### config.mk
export PLATFORM = sky130hd
export DESIGN_NAME = fifo_stream_drain
export DESIGN_NICKNAME = d
export VERILOG_FILES = /design/src/rtl/fifo_stream_drain_pkg.sv /design/src/rtl/fifo_stream_drain_skid.sv /design/src/rtl/fifo_stream_drain.sv
export SDC_FILE = /design/constraint.sdc
export NUM_CORES = 1
export LEC_CHECK = 0
export ABC_AREA = 1
export CORE_MARGIN = 3
export CORE_UTILIZATION = 30
export DETAILED_ROUTE_END_ITERATION = 7
export MAX_ROUTING_LAYER = met4
export PLACE_DENSITY_LB_ADDON = 0.1
export SLEW_MARGIN = 40
export SYNTH_ARGS = -nofsm -noshare
export SYNTH_HDL_FRONTEND = slang
export SYNTH_SLANG_ARGS = --single-unit
### constraint.sdc
create_clock -name clk -period 2.15 [get_ports clk]
set_input_delay 0.43 -clock clk [delete_from_list [all_inputs] [get_ports clk]]
set_output_delay 0.43 -clock clk [all_outputs]
set_load 0.01 [all_outputs]
### src/rtl/fifo_stream_drain_pkg.sv
// ----------------------------------------------------------------------------
// fifo_stream_drain_pkg
// Shared definitions for the FIFO read-side stream drain:
//   - occ_e      : occupancy of the 2-entry skid buffer
//   - DEF_*      : default parameter values for the drain and its buffer
//   - occ_count  : numeric occupancy (0..2) of an occ_e value
//   - idx_width  : width of the packet index counter for a given packet length
// ----------------------------------------------------------------------------
package fifo_stream_drain_pkg;

    localparam int DEF_DATA_WIDTH = 16;
    localparam int DEF_PKT_LEN    = 4;
    localparam int DEF_CNT_WIDTH  = 16;

    typedef enum logic [1:0] {
        OCC_EMPTY = 2'd0,
        OCC_ONE   = 2'd1,
        OCC_TWO   = 2'd2
    } occ_e;

    function automatic logic [1:0] occ_count(input occ_e occ);
        case (occ)
            OCC_ONE: return 2'd1;
            OCC_TWO: return 2'd2;
            default: return 2'd0;
        endcase
    endfunction

    // A one-word packet still needs a 1-bit index register.
    function automatic int idx_width(input int pkt_len);
        return (pkt_len > 1) ? $clog2(pkt_len) : 1;
    endfunction

endpackage

### src/rtl/fifo_stream_drain_skid.sv
// ----------------------------------------------------------------------------
// drain_skid_buf
// Two-entry skid buffer between the FIFO read port and the output stream.
// Words are written at the tail on push and leave from the head on pop; the
// head register drives the output data directly, so there is no
// combinational path from push_data to head.
//
// Ports:
//   clk        in   clock, all state on posedge
//   rst_n      in   asynchronous active-low reset
//   push       in   write push_data into the tail this cycle
//   push_data  in   [DATA_WIDTH] word to write
//   pop        in   head word consumed this cycle (only meaningful when valid)
//   flush      in   synchronous drop of all buffered words and of this push
//   valid      out  buffer holds at least one word
//   head       out  [DATA_WIDTH] oldest buffered word
//   occ        out  occupancy state
//
// state     | meaning
// ----------+--------------------------------------------------
// OCC_EMPTY | no words held, valid low
// OCC_ONE   | one word held in head
// OCC_TWO   | head plus one word parked in spare
// ----------------------------------------------------------------------------
module drain_skid_buf
    import fifo_stream_drain_pkg::*;
#(
    parameter int DATA_WIDTH = DEF_DATA_WIDTH
) (
    input  logic                  clk,
    input  logic                  rst_n,
    input  logic                  push,
    input  logic [DATA_WIDTH-1:0] push_data,
    input  logic                  pop,
    input  logic                  flush,
    output logic                  valid,
    output logic [DATA_WIDTH-1:0] head,
    output occ_e                  occ
);

    logic [DATA_WIDTH-1:0] spare;

    always_ff @(posedge clk or negedge rst_n) begin
        if (!rst_n) begin
            occ   <= OCC_EMPTY;
            head  <= '0;
            spare <= '0;
        end else if (flush) begin
            // A word arriving in the flush cycle belongs to the dropped
            // stream and is not captured.
            occ <= OCC_EMPTY;
        end else begin
            case (occ)
                OCC_EMPTY: begin
                    if (push) begin
                        head <= push_data;
                        occ  <= OCC_ONE;
                    end
                end
                OCC_ONE: begin
                    case ({push, pop})
                        2'b10: begin
                            spare <= push_data;
                            occ   <= OCC_TWO;
                        end
                        2'b01: begin
                            occ <= OCC_EMPTY;
                        end
                        2'b11: begin
                            head <= push_data;
                        end
                        default: ;
                    endcase
                end
                OCC_TWO: begin
                    // The issue rule upstream never lets a push land here.
                    if (pop) begin
                        head <= spare;
                        occ  <= OCC_ONE;
                    end
                end
                default: occ <= OCC_EMPTY;
            endcase
        end
    end

    assign valid = (occ != OCC_EMPTY);

    a_no_push_when_full : assert property (
        @(posedge clk) disable iff (!rst_n) !(push && (occ == OCC_TWO))
    );

endmodule

### src/rtl/fifo_stream_drain.sv
// ----------------------------------------------------------------------------
// fifo_stream_drain
// Read-side consumer for a synchronous FIFO with 1-cycle read latency.
// Issues FIFO reads only when a returning word is guaranteed a slot in the
// 2-entry skid buffer, presents the words as a valid/ready stream, marks
// every PKT_LEN-th delivered word with m_last and counts delivered words.
//
// Ports:
//   clk         in   clock, all state on posedge
//   rst_n       in   asynchronous active-low reset
//   fifo_dout   in   [DATA_WIDTH] FIFO read data, valid the cycle after a read
//   fifo_empty  in   FIFO empty flag
//   fifo_rd_en  out  FIFO read request (combinational)
//   flush       in   synchronous drop of buffered and in-flight words
//   m_valid     out  output word valid
//   m_ready     in   downstream accept
//   m_data      out  [DATA_WIDTH] output word
//   m_last      out  last word of a packet, qualified by m_valid
//   beat_cnt    out  [CNT_WIDTH] words delivered, wraps
// ----------------------------------------------------------------------------
module fifo_stream_drain
    import fifo_stream_drain_pkg::*;
#(
    parameter int DATA_WIDTH = DEF_DATA_WIDTH,
    parameter int PKT_LEN    = DEF_PKT_LEN,
    parameter int CNT_WIDTH  = DEF_CNT_WIDTH
) (
    input  logic                  clk,
    input  logic                  rst_n,
    input  logic [DATA_WIDTH-1:0] fifo_dout,
    input  logic                  fifo_empty,
    output logic                  fifo_rd_en,
    input  logic                  flush,
    output logic                  m_valid,
    input  logic                  m_ready,
    output logic [DATA_WIDTH-1:0] m_data,
    output logic                  m_last,
    output logic [CNT_WIDTH-1:0]  beat_cnt
);

    localparam int             IDX_W    = idx_width(PKT_LEN);
    localparam logic [IDX_W-1:0] IDX_LAST = IDX_W'(PKT_LEN - 1);

    logic             rd_pending;
    logic             pop;
    occ_e             occ;
    logic [2:0]       load;
    logic [IDX_W-1:0] pkt_idx;

    drain_skid_buf #(
        .DATA_WIDTH (DATA_WIDTH)
    ) u_buf (
        .clk       (clk),
        .rst_n     (rst_n),
        .push      (rd_pending),
        .push_data (fifo_dout),
        .pop       (pop),
        .flush     (flush),
        .valid     (m_valid),
        .head      (m_data),
        .occ       (occ)
    );

    assign pop = m_valid & m_ready;

    // Slots committed after this edge: held words plus the word already in
    // flight, minus the word leaving now. A new read is safe only if at most
    // one slot is committed, leaving room for the word it will return.
    assign load = {1'b0, occ_count(occ)} + {2'b00, rd_pending} - {2'b00, pop};

    // Gated by rst_n so the read request drops with the rest of the outputs
    // as soon as reset asserts.
    assign fifo_rd_en = rst_n & ~fifo_empty & ~flush & (load <= 3'd1);

    always_ff @(posedge clk or negedge rst_n) begin
        if (!rst_n) begin
            rd_pending <= 1'b0;
        end else begin
            rd_pending <= fifo_rd_en;
        end
    end

    always_ff @(posedge clk or negedge rst_n) begin
        if (!rst_n) begin
            pkt_idx <= '0;
        end else if (flush) begin
            pkt_idx <= '0;
        end else if (pop) begin
            pkt_idx <= (pkt_idx == IDX_LAST) ? '0 : pkt_idx + IDX_W'(1);
        end
    end

    // A word accepted in the flush cycle was delivered, so it still counts.
    always_ff @(posedge clk or negedge rst_n) begin
        if (!rst_n) begin
            beat_cnt <= '0;
        end else if (pop) begin
            beat_cnt <= beat_cnt + CNT_WIDTH'(1);
        end
    end

    assign m_last = m_valid & (pkt_idx == IDX_LAST);

endmodule

==> reports/metrics.cfg, run 1 <==
[status]
status=finished with violations
violations=negative setup slack

[setup_path]
path_buf_inv=4
path_cells=inv_2 -> or2_4 -> inv_1 -> nor2_2 -> o21bai_1 -> ha_1 -> inv_1 -> fa_1 -> nand3_2 -> nor4_4 -> buf_2
critPathMaxFanout=3
slowest_stage=fa_1
crit_family=adder cells
path_common_cell=inv_1
critPathMaxStageDelay_ns=0.50
crit_path_start_kind=flip-flop
arrival_ns=2.29
critPathCaptureType=output pin
critPathKind=flip-flop to output pin
required_ns=1.72

[die]
dieArea_um2=9900
core_region_area_um2=8340
start_util_pct=31.5
die_h_um=99.5
fp-row-count=33
dieWidth_um=99.5
ios=56

[job]
max_cap_violations=0

[logic_synthesis]
netlist-cell-type-count=34
seq_area_frac_synth_pct=50.5
synth.avg_cell_area_um2=9.27
synth_fp_nets=308
synth_area_um2=2620
ys_seq_elements=53
synth.area.top_cells=dfrtp_1, nand2_1, inv_1
syn_inst=283
yosys_warnings=0
synth_top_area_cell=dfrtp_1
yosysTopAreaCellShare_pct=50.5

[global_route]
grt_antenna_before_repair=0
globalRoute.totalOverflow=0
grt_pass1_wl_mm=9.97
first_global_vias=2118
grt_max_degree=54
globalRouteTotalUtil_pct=13.0

[drt]
vias=2061
drc=0
first_pass_iters=7
viasPerCell=4.49
wirelength_mm=5.79
routedWlPerCell_um=12.6
first_iter_violations=50
antenna_left=0

[timing]
min_period_over_period_pct=127
finalCriticalPeriod_ns=2.72
max_freq_mhz=368
fin_setup_tns_ns=-0.570
tightest_slew_ns=0.707
hold_viol=0
rsz0062_at_grt=yes
fin_skew_ns=0.00581
slew_violations=0
maxSlewHeadroom_pct=52.9
fin_ws_ns=-0.570
setup_viol=1

[cts]
cts_tree=yes
cts.sinks=53
ctsRootBufferMaster=clkbuf_8
worstSkewPairLatency_ns=0.31
cts-buffers-inserted=5
clk_pin_slew_ns=0.10
htreeDepth=2
cts_buffer_depth=2

[placed_design]
dp.cells=448
dp_hpwl_mm=4.01
routabilityCongestion=0.830
port_buffers=55
place_area_um2=3370

[cells_and_area]
drive_above_1_share_pct=15.3
nets=378
design_area_um2=3530
finalNonFillerCells=459
num_antenna_cells=0
area.growth.synth_to_final_pct=34.5

[min_path]
hold_path_class=input port to async pin

[power]
ir_drop_mv=0.473
p_leak_uw=0.00178
cellPowerDensity_nw_per_um2=1020

## routing by layer
metal	global-route usage [%]	vias to the layer above	wire, um
met2	20.7	49	2640
met4	4.31	0	106
met1	16.4	965	2800
li1	-	1038	-
met3	2.66	9	248
met5	-	-	0
## state kept, by name, indices dropped and copies added, names as in the netlist
register     flops
pkt_idx          2
u_buf.head      16
u_buf.occ        2
beat_cnt        16
u_buf.spare     16
rd_pending       1
## where the power goes
part           leakage [uW]  internal (uW)  total, uW  switching [uW]
Combinational       0.00104            672       1230             556
Clock             0.0000687            469        835             365
Sequential         0.000670           1330       1550             225
Total               0.00178           2470       3620            1150
## layout make-up
class	count	area, um^2
Timing Repair Buffer	70	664
Clock inverter	3	68.8
Sequential cell	53	1330
Tap cell	105	131
Clock buffer	5	68.8
Inverter	32	120
Multi-Input combinational cell	191	1150
Fill cell	836	4810
## cells in the mapped netlist
| master | n |
|---|---|
| buf_2 | 3 |
| buf_4 | 1 |
| buf_6 | 1 |
| buf_8 | 1 |
| clkbuf_1 | 1 |
| dfrtp_1 | 53 |
| fa_1 | 1 |
| ha_1 | 3 |
| inv_1 | 31 |
| inv_2 | 1 |
| mux2i_1 | 8 |
| nand2_1 | 75 |
| nand2_2 | 3 |
| nand2_4 | 2 |
| nand3_1 | 17 |
| nand3_4 | 2 |
| nand3b_1 | 2 |
| nand4_1 | 3 |
| nor2_1 | 13 |
| nor2_2 | 2 |
| nor2_4 | 2 |
| nor2_8 | 3 |
| nor3_1 | 2 |
| nor4_1 | 1 |
| o211ai_2 | 1 |
| o21a_1 | 1 |
| o21ai_0 | 10 |
| o21ai_1 | 18 |
| o21ai_2 | 8 |
| o21bai_1 | 1 |
| o31ai_1 | 1 |
| or2_4 | 1 |
| xnor2_1 | 3 |
| xor2_1 | 8 |
## worst register-to-register path: stages (launching register included)
cell and delay (ns):
dfrtp_1 0.42, inv_2 0.07, or2_4 0.12, inv_1 0.04, nor2_2 0.11, o21bai_1 0.12
ha_1 0.16, inv_1 0.04, fa_1 0.50, nand3_2 0.09, nor4_4 0.14
## stage by stage
| step | setup slack, ns | hold slack (ns) | power [uW] | util, % |
|---|---|---|---|---|
| final | -0.570 | 0.262 | 3620 | 42.3 |
| after detailed placement | -1.14 | 0.461 | 2790 | 40.4 |
| after global placement | -1.13 | 0.455 | 2770 | 40.4 |
| after CTS | -0.601 | 0.297 | 3670 | 42.3 |
| after global routing | -0.686 | 0.329 | 3880 | 42.3 |
| after floorplan | -0.213 | 0.134 | 2150 | - |
## worst paths after layout
kind	startpoint	endpoint	slack, ns	cells after the start
setup / recovery	u_buf.occ[0]	fifo_rd_en	-0.57	11
setup reg to reg	u_buf.occ[0]	rd_pending	0.25	10
max in group asynchronous	rst_n	u_buf.occ[1]	1.39	2
hold reg to reg	u_buf.spare[1]	u_buf.spare[1]	0.48	2
min in group clk	rst_n	rd_pending	0.41	3
hold / removal	rst_n	beat_cnt[0]	0.26	2
## cells in the final DEF, fill, tap and decap left out, types with 10 or more instances in the layout
| master | n |
|---|---|
| buf_4 | 14 |
| clkdlybuf4s50_1 | 52 |
| dfrtp_1 | 52 |
| inv_1 | 31 |
| nand2_1 | 75 |
| nand3_1 | 16 |
| nor2_1 | 12 |
| o21ai_0 | 10 |
| o21ai_1 | 18 |
## timing repair
action | in CTS | in global routing
cloned | 0 | 0
pin swaps | 1 | 1
hold buffers | 0 | 0
setup endpoints to repair | 1 | 3
gates resized for setup | 6 | 1
setup buffers | 3 | 0
## kinds of logic after synthesis
family	count (synthesis)	share of synthesized area [%]
AO/OA/AOI/OAI	40	9.35
adder cells (fa/ha/maj)	4	2.19
XOR/XNOR	11	3.67
flip-flops	53	50.5
buffers and inverters	39	6.58
multiplexers	8	3.05
AND/OR/NAND/NOR	128	24.6
Note: power is estimated with default switching activity, not from simulation.
==> run 2: changes to the inputs <==
CELL_PAD_IN_SITES_DETAIL_PLACEMENT = 1   (was not set)
CELL_PAD_IN_SITES_GLOBAL_PLACEMENT = 1   (was not set)
==> run 2 against run 1 <==
Net effect:
- the flow still finishes with violations (negative setup slack)
- cell count increased by 1.3%
- sequential share of layout area decreased by 0.29 points
- critical endpoint unchanged
- worst setup slack got worse by 0.019 ns
==> reports/metrics.cfg, run 2 (synthesis gave the netlist of run 1 again) <==
[power]
cellPowerDensity_nw_per_um2=964
pwr-share-comb_pct=38.4
clkPwrFrac_pct=16.5
power.switching_uw=1150
ir_drop_mv=0.369
netSwitchingFraction_pct=33.6
internal_power_uw=2280
p_leak_uw=0.00178
seqPwrFrac_pct=45.1

[drt]
wirelength_mm=6.29
drc=0
vias=2111
routedWlPerCell_um=13.5
first_pass_iters=4
antenna_left=0
viasPerCell=4.54
first_iter_violations=58

[global_route]
first_global_vias=2294
grt_pass1_wl_mm=11.0
grt_max_degree=54
grt_antenna_before_repair=0
globalRouteTotalUtil_pct=14.1
globalRoute.totalOverflow=0

[setup_path]
critPathKind=flip-flop to output pin
slowest_stage=fa_2
critPathMaxStageDelay_ns=0.52
path_cells=or2_4 -> o21bai_4 -> ha_4 -> inv_2 -> fa_2 -> nand3_2 -> nor4_4 -> buf_2
rrSetupSlack_ns=0.23
critPathCaptureType=output pin
crit_path_start_kind=flip-flop
critPathMaxFanout=4
arrival_ns=2.31
required_ns=1.72

[timing]
hold_viol=0
maxSlewHeadroom_pct=53.2
min_period_over_period_pct=127
fin_skew_ns=0.00950
finalCriticalPeriod_ns=2.74
slew_violations=0
fin_ws_ns=-0.590
tightest_slew_ns=0.702
rsz0062_at_grt=yes
setup_viol=1
fin_setup_tns_ns=-0.590
max_freq_mhz=365

[placed_design]
port_buffers=55
dp_hpwl_mm=4.56
routabilityCongestion=0.785
dp_slack_ns=-1.16

[cts]
htreeDepth=2
cts_hold_buf=0
clk_pin_slew_ns=0.10
worstSkewPairLatency_ns=0.30
ctsRootBufferMaster=clkbuf_8
cts-buffers-inserted=5
cts.sinks=53
cts_buffer_depth=2
cts_tree=yes

[die]
dieArea_um2=9900
die_h_um=99.5
ios=56
core_region_area_um2=8340
fp-row-count=33
dieWidth_um=99.5
start_util_pct=31.5

[status]
violations=negative setup slack
status=finished with violations

[cells_and_area]
num-fill-cells=984
reg.largest.list=beat_cnt: 16 flops, u_buf.head: 16 flops, u_buf.spare: 16 flops
final_common_cell=nand2_1
most-common-layout-cells=nand2_1, dfrtp_1, clkdlybuf4s50_1
nets=384
drive_above_1_share_pct=17.8
num_antenna_cells=0
area.growth.synth_to_final_pct=35.5
seqCellArea_um2=1330
multi_input_area_um2=1180

[min_path]
hold_path_class=input port to async pin

[job]
max_cap_violations=0

==> run 2: cell count changes in the layout (fill, tap and decap cells not counted), moves of 2 or more <==
cell	previous run	this run
inv_1	31	29
buf_4	14	20
clkbuf_1	0	2
bufinv_16	2	0
==> run 2: final timing paths <==
path,from,to,cells after the start
max reg2reg,u_buf.occ[1],rd_pending,7
max in group asynchronous,rst_n,u_buf.occ[1],2
min in group clk,rst_n,rd_pending,3
min,rst_n,beat_cnt[13],2
max,u_buf.occ[1],fifo_rd_en,8
min reg2reg,u_buf.spare[6],u_buf.spare[6],2
==> run 2: metrics by stage <==
stage	instances	total power, uW	hold WS (ns)	area, um^2	utilization, %
final	465	3430	0.305	3560	42.6
after global routing	465	3700	0.359	3560	42.6
after CTS	461	3430	0.334	3490	41.9
after detailed placement	451	2830	0.458	3390	40.6
after global placement	451	2790	0.455	3390	40.6
after floorplan	283	2150	0.134	2640	-
==> run 2: power by group through the flow <==
stage,Combinational (uW),Clock (uW),Sequential (uW)
6_report,1310,567,1550
5_1_grt,1460,637,1600
4_1_cts,1280,595,1550
3_5_place_dp,1260,0,1570
3_3_place_gp,1230,0,1560
2_1_floorplan,526,0,1630
==> run 2: timing repair <==
| action | CTS | global route |
|---|---|---|
| endpoints found under the setup margin | 1 | 3 |
| pin swaps | 6 | 6 |
| gates cloned | 0 | 0 |
| gates resized for setup | 11 | 6 |
| buffers inserted | 2 | 5 |
==> run 2: cell type report <==
type / instances / share of cell area [%]
Multi-Input combinational cell: 191 / 33.3
Inverter: 32 / 3.45
Clock inverter: 1 / 0.211
Clock buffer: 7 / 2.15
Timing Repair Buffer: 76 / 19.9
Tap cell: 105 / 3.69
Sequential cell: 53 / 37.3
==> run 2: metal layers <==
metal | wire [um] | vias up | GRT usage [%]
li1 | - | 1049 | -
met1 | 2840 | 1023 | 17.2
met2 | 3210 | 35 | 23.9
met3 | 196 | 4 | 2.66
met4 | 47 | 0 | 3.57
met5 | 0 | - | -
==> run 2: critical path, delay by kind of cell (launching register included) <==
family | cells | cell delay (ns)
buf+inv | 2 | 0.21
simple gates | 3 | 0.55
fa+ha+maj | 2 | 0.66
flops | 1 | 0.45
compound gates | 1 | 0.13
==> run 3: changes to the inputs <==
SYNTH_HIERARCHICAL = 1   (was not set)
==> run 3 against run 2 <==
Net effect:
- the run still ends with negative setup slack left
- via count is 12% higher
- combinational power is 7% lower
- routed wire length is 12% higher
- first-iteration DRC count is 90% higher
- largest cell class unchanged
- clock skew is 0.0017 ns lower
- non-clock buffer count is 7 lower
- sequential share of layout area is 0.84 points lower
- final area is 2.2% higher
==> reports/metrics.cfg, run 3 <==
[cells_and_area]
multi_input_area_um2=1260
finalNonFillerCells=513
reg.largest.list=beat_cnt: 16 flops, u_buf/head: 16 flops, u_buf/spare: 16 flops
most-common-layout-cells=nand2_1, dfrtp_1, clkdlybuf4s50_1
num-fill-cells=1078
num_antenna_cells=0
seqCellArea_um2=1330
nets=430
area.growth.synth_to_final_pct=30.9
final_common_cell=nand2_1
drive_above_1_share_pct=14.3

[power]
p_leak_uw=0.00180
ir_drop_mv=0.268
total_power_uw=3350
cellPowerDensity_nw_per_um2=921

[logic_synthesis]
synth_enable_flop_cells=0
ys_seq_elements=53
synth_top_area_cell=dfrtp_1
ys.flop_type=dfrtp_1
yosysTopAreaCellShare_pct=47.7
synth.area.top_cells=dfrtp_1, nand2_1, nand3_1
synthArstFlopShare_pct=100
netlist-cell-type-count=28
syn_inst=339
synth_fp_nets=365
yosysMostFrequentCell=nand2_1
synth_common_cells=nand2_1, dfrtp_1, nand3_1, inv_1, o21ai_1
synth.avg_cell_area_um2=8.19
seq_area_frac_synth_pct=47.7
synth_area_um2=2780
yosys_warnings=6

[timing]
slew_violations=0
min_period_over_period_pct=122
fin_skew_ns=0.00781
fin_ws_ns=-0.467
hold_viol=0
maxSlewHeadroom_pct=51.8
max_freq_mhz=382
tightest_slew_ns=0.723
holdWs_ns=0.311
finalCriticalPeriod_ns=2.62
setup_viol=1
rsz0062_at_grt=yes

[placed_design]
routabilityCongestion=0.784
port_buffers=55
dp_hpwl_mm=5.08
dp_slack_ns=-1.08
dp.cells=505

[die]
core_region_area_um2=8850
fp-row-count=34
die_h_um=102
ios=56
start_util_pct=31.4
dieWidth_um=102
dieArea_um2=10500

[job]
max_cap_violations=0

[global_route]
grt_pass1_wl_mm=12.1
gr-max-usage-layer=met2
met3_usage_pct=2.46
grt_antenna_before_repair=0
globalRouteTotalUtil_pct=15.2
grt_use_met1_pct=20.6
first_global_vias=2363
grtUsageMet2_pct=23.7
grt_max_degree=54
globalRoute.totalOverflow=0

[cts]
ctsRootBufferMaster=clkbuf_8
cts_setup_buffers=0
cts_buffer_depth=2
cts-buffers-inserted=5
cts_tree=yes
worstSkewPairLatency_ns=0.31
htreeDepth=2
cts.sinks=53
clk_pin_slew_ns=0.10

[drt]
first_pass_iters=4
routedWlPerCell_um=13.7
wirelength_mm=7.05
drc=0
vias=2354
first_iter_violations=110
viasPerCell=4.59
antenna_left=0

[status]
violations=negative setup slack
status=finished with violations

[setup_path]
arrival_ns=2.19
rr_startpoint=u_buf/occ[1]
r2r_cells=10
endpoint=fifo_rd_en
r2r-end=rd_pending
startpoint=u_buf/occ[1]
crit_path_start_kind=flip-flop
critPathCaptureType=output pin
critPathKind=flip-flop to output pin
required_ns=1.72
critPathMaxFanout=2
rrSetupSlack_ns=0.34

[min_path]
hold_path_class=input port to async pin

-- run 3: what timing repair did --
action	in CTS	in global routing
hold buffers	0	0
resized for setup	8	0
pin swaps	3	0
endpoints found under the hold margin	0	0
endpoints found under the setup margin	1	1
-- run 3: kinds of logic after synthesis --
kind of cell | share of synthesized area, %
and+or+nand+nor | 33.3
adders and majority gates | 2.52
AOI/OAI and AO/OA | 4.37
buffers and inverters | 8.92
xor gates and xnor gates | 3.15
DFF | 47.7
-- run 3: routing by layer --
metal / routed length (um) / share of wire (%) / up-vias
met3: 216 / 3.1 / 7
met2: 3210 / 46 / 41
li1: - / - / 1186
met1: 3540 / 50 / 1120
met4: 80 / 1.1 / 0
met5: 0 / 0 / -
-- run 3: cell type report --
class                      count  share of cell area [%]
sequential                    53                    36.5
multi-input combinational    234                    34.6
timing repair buffer          69                    18.1
inverter                      41                    4.44
tap                          108                    3.72
clock buffer                   6                    2.27
clock inverter                 2                   0.379
-- run 3: per-stage QoR --
stage	utilization [%]	cell area, um^2	TNS [ns]
4_1_cts	41.1	3630	-0.509
2_1_floorplan	-	2850	-0.567
6_report	41.1	3630	-0.467
5_1_grt	41.1	3630	-0.601
3_5_place_dp	40.0	3540	-1.26
3_3_place_gp	40.0	3540	-1.28
-- run 3: how the worst min path moves through the flow --
stage                              start        endpoint  depth (start not counted)
after floorplan                    rst_n     beat_cnt[0]                          0
after global placement    u_buf/head[15]  u_buf/head[15]                          2
after detailed placement   u_buf/head[2]   u_buf/head[2]                          2
after CTS                          rst_n     beat_cnt[3]                          2
after global routing               rst_n    beat_cnt[10]                          2
final                              rst_n     beat_cnt[3]                          2
-- run 3: worst max-delay path, stage by stage (launching register included) --
cell and delay [ns]:
dfrtp_1 0.40, buf_4 0.14, inv_2 0.05, nand2_2 0.06
ha_4 0.23, inv_2 0.06, ha_4 0.11, inv_2 0.03
fa_1 0.48, nand4_1 0.09, nor2_2 0.10, buf_2 0.13
-- run 3: where the power goes --
| part | switching (uW) | internal, uW |
|---|---|---|
| sequential | 208 | 1310 |
| clock | 348 | 262 |
| combinational | 602 | 621 |
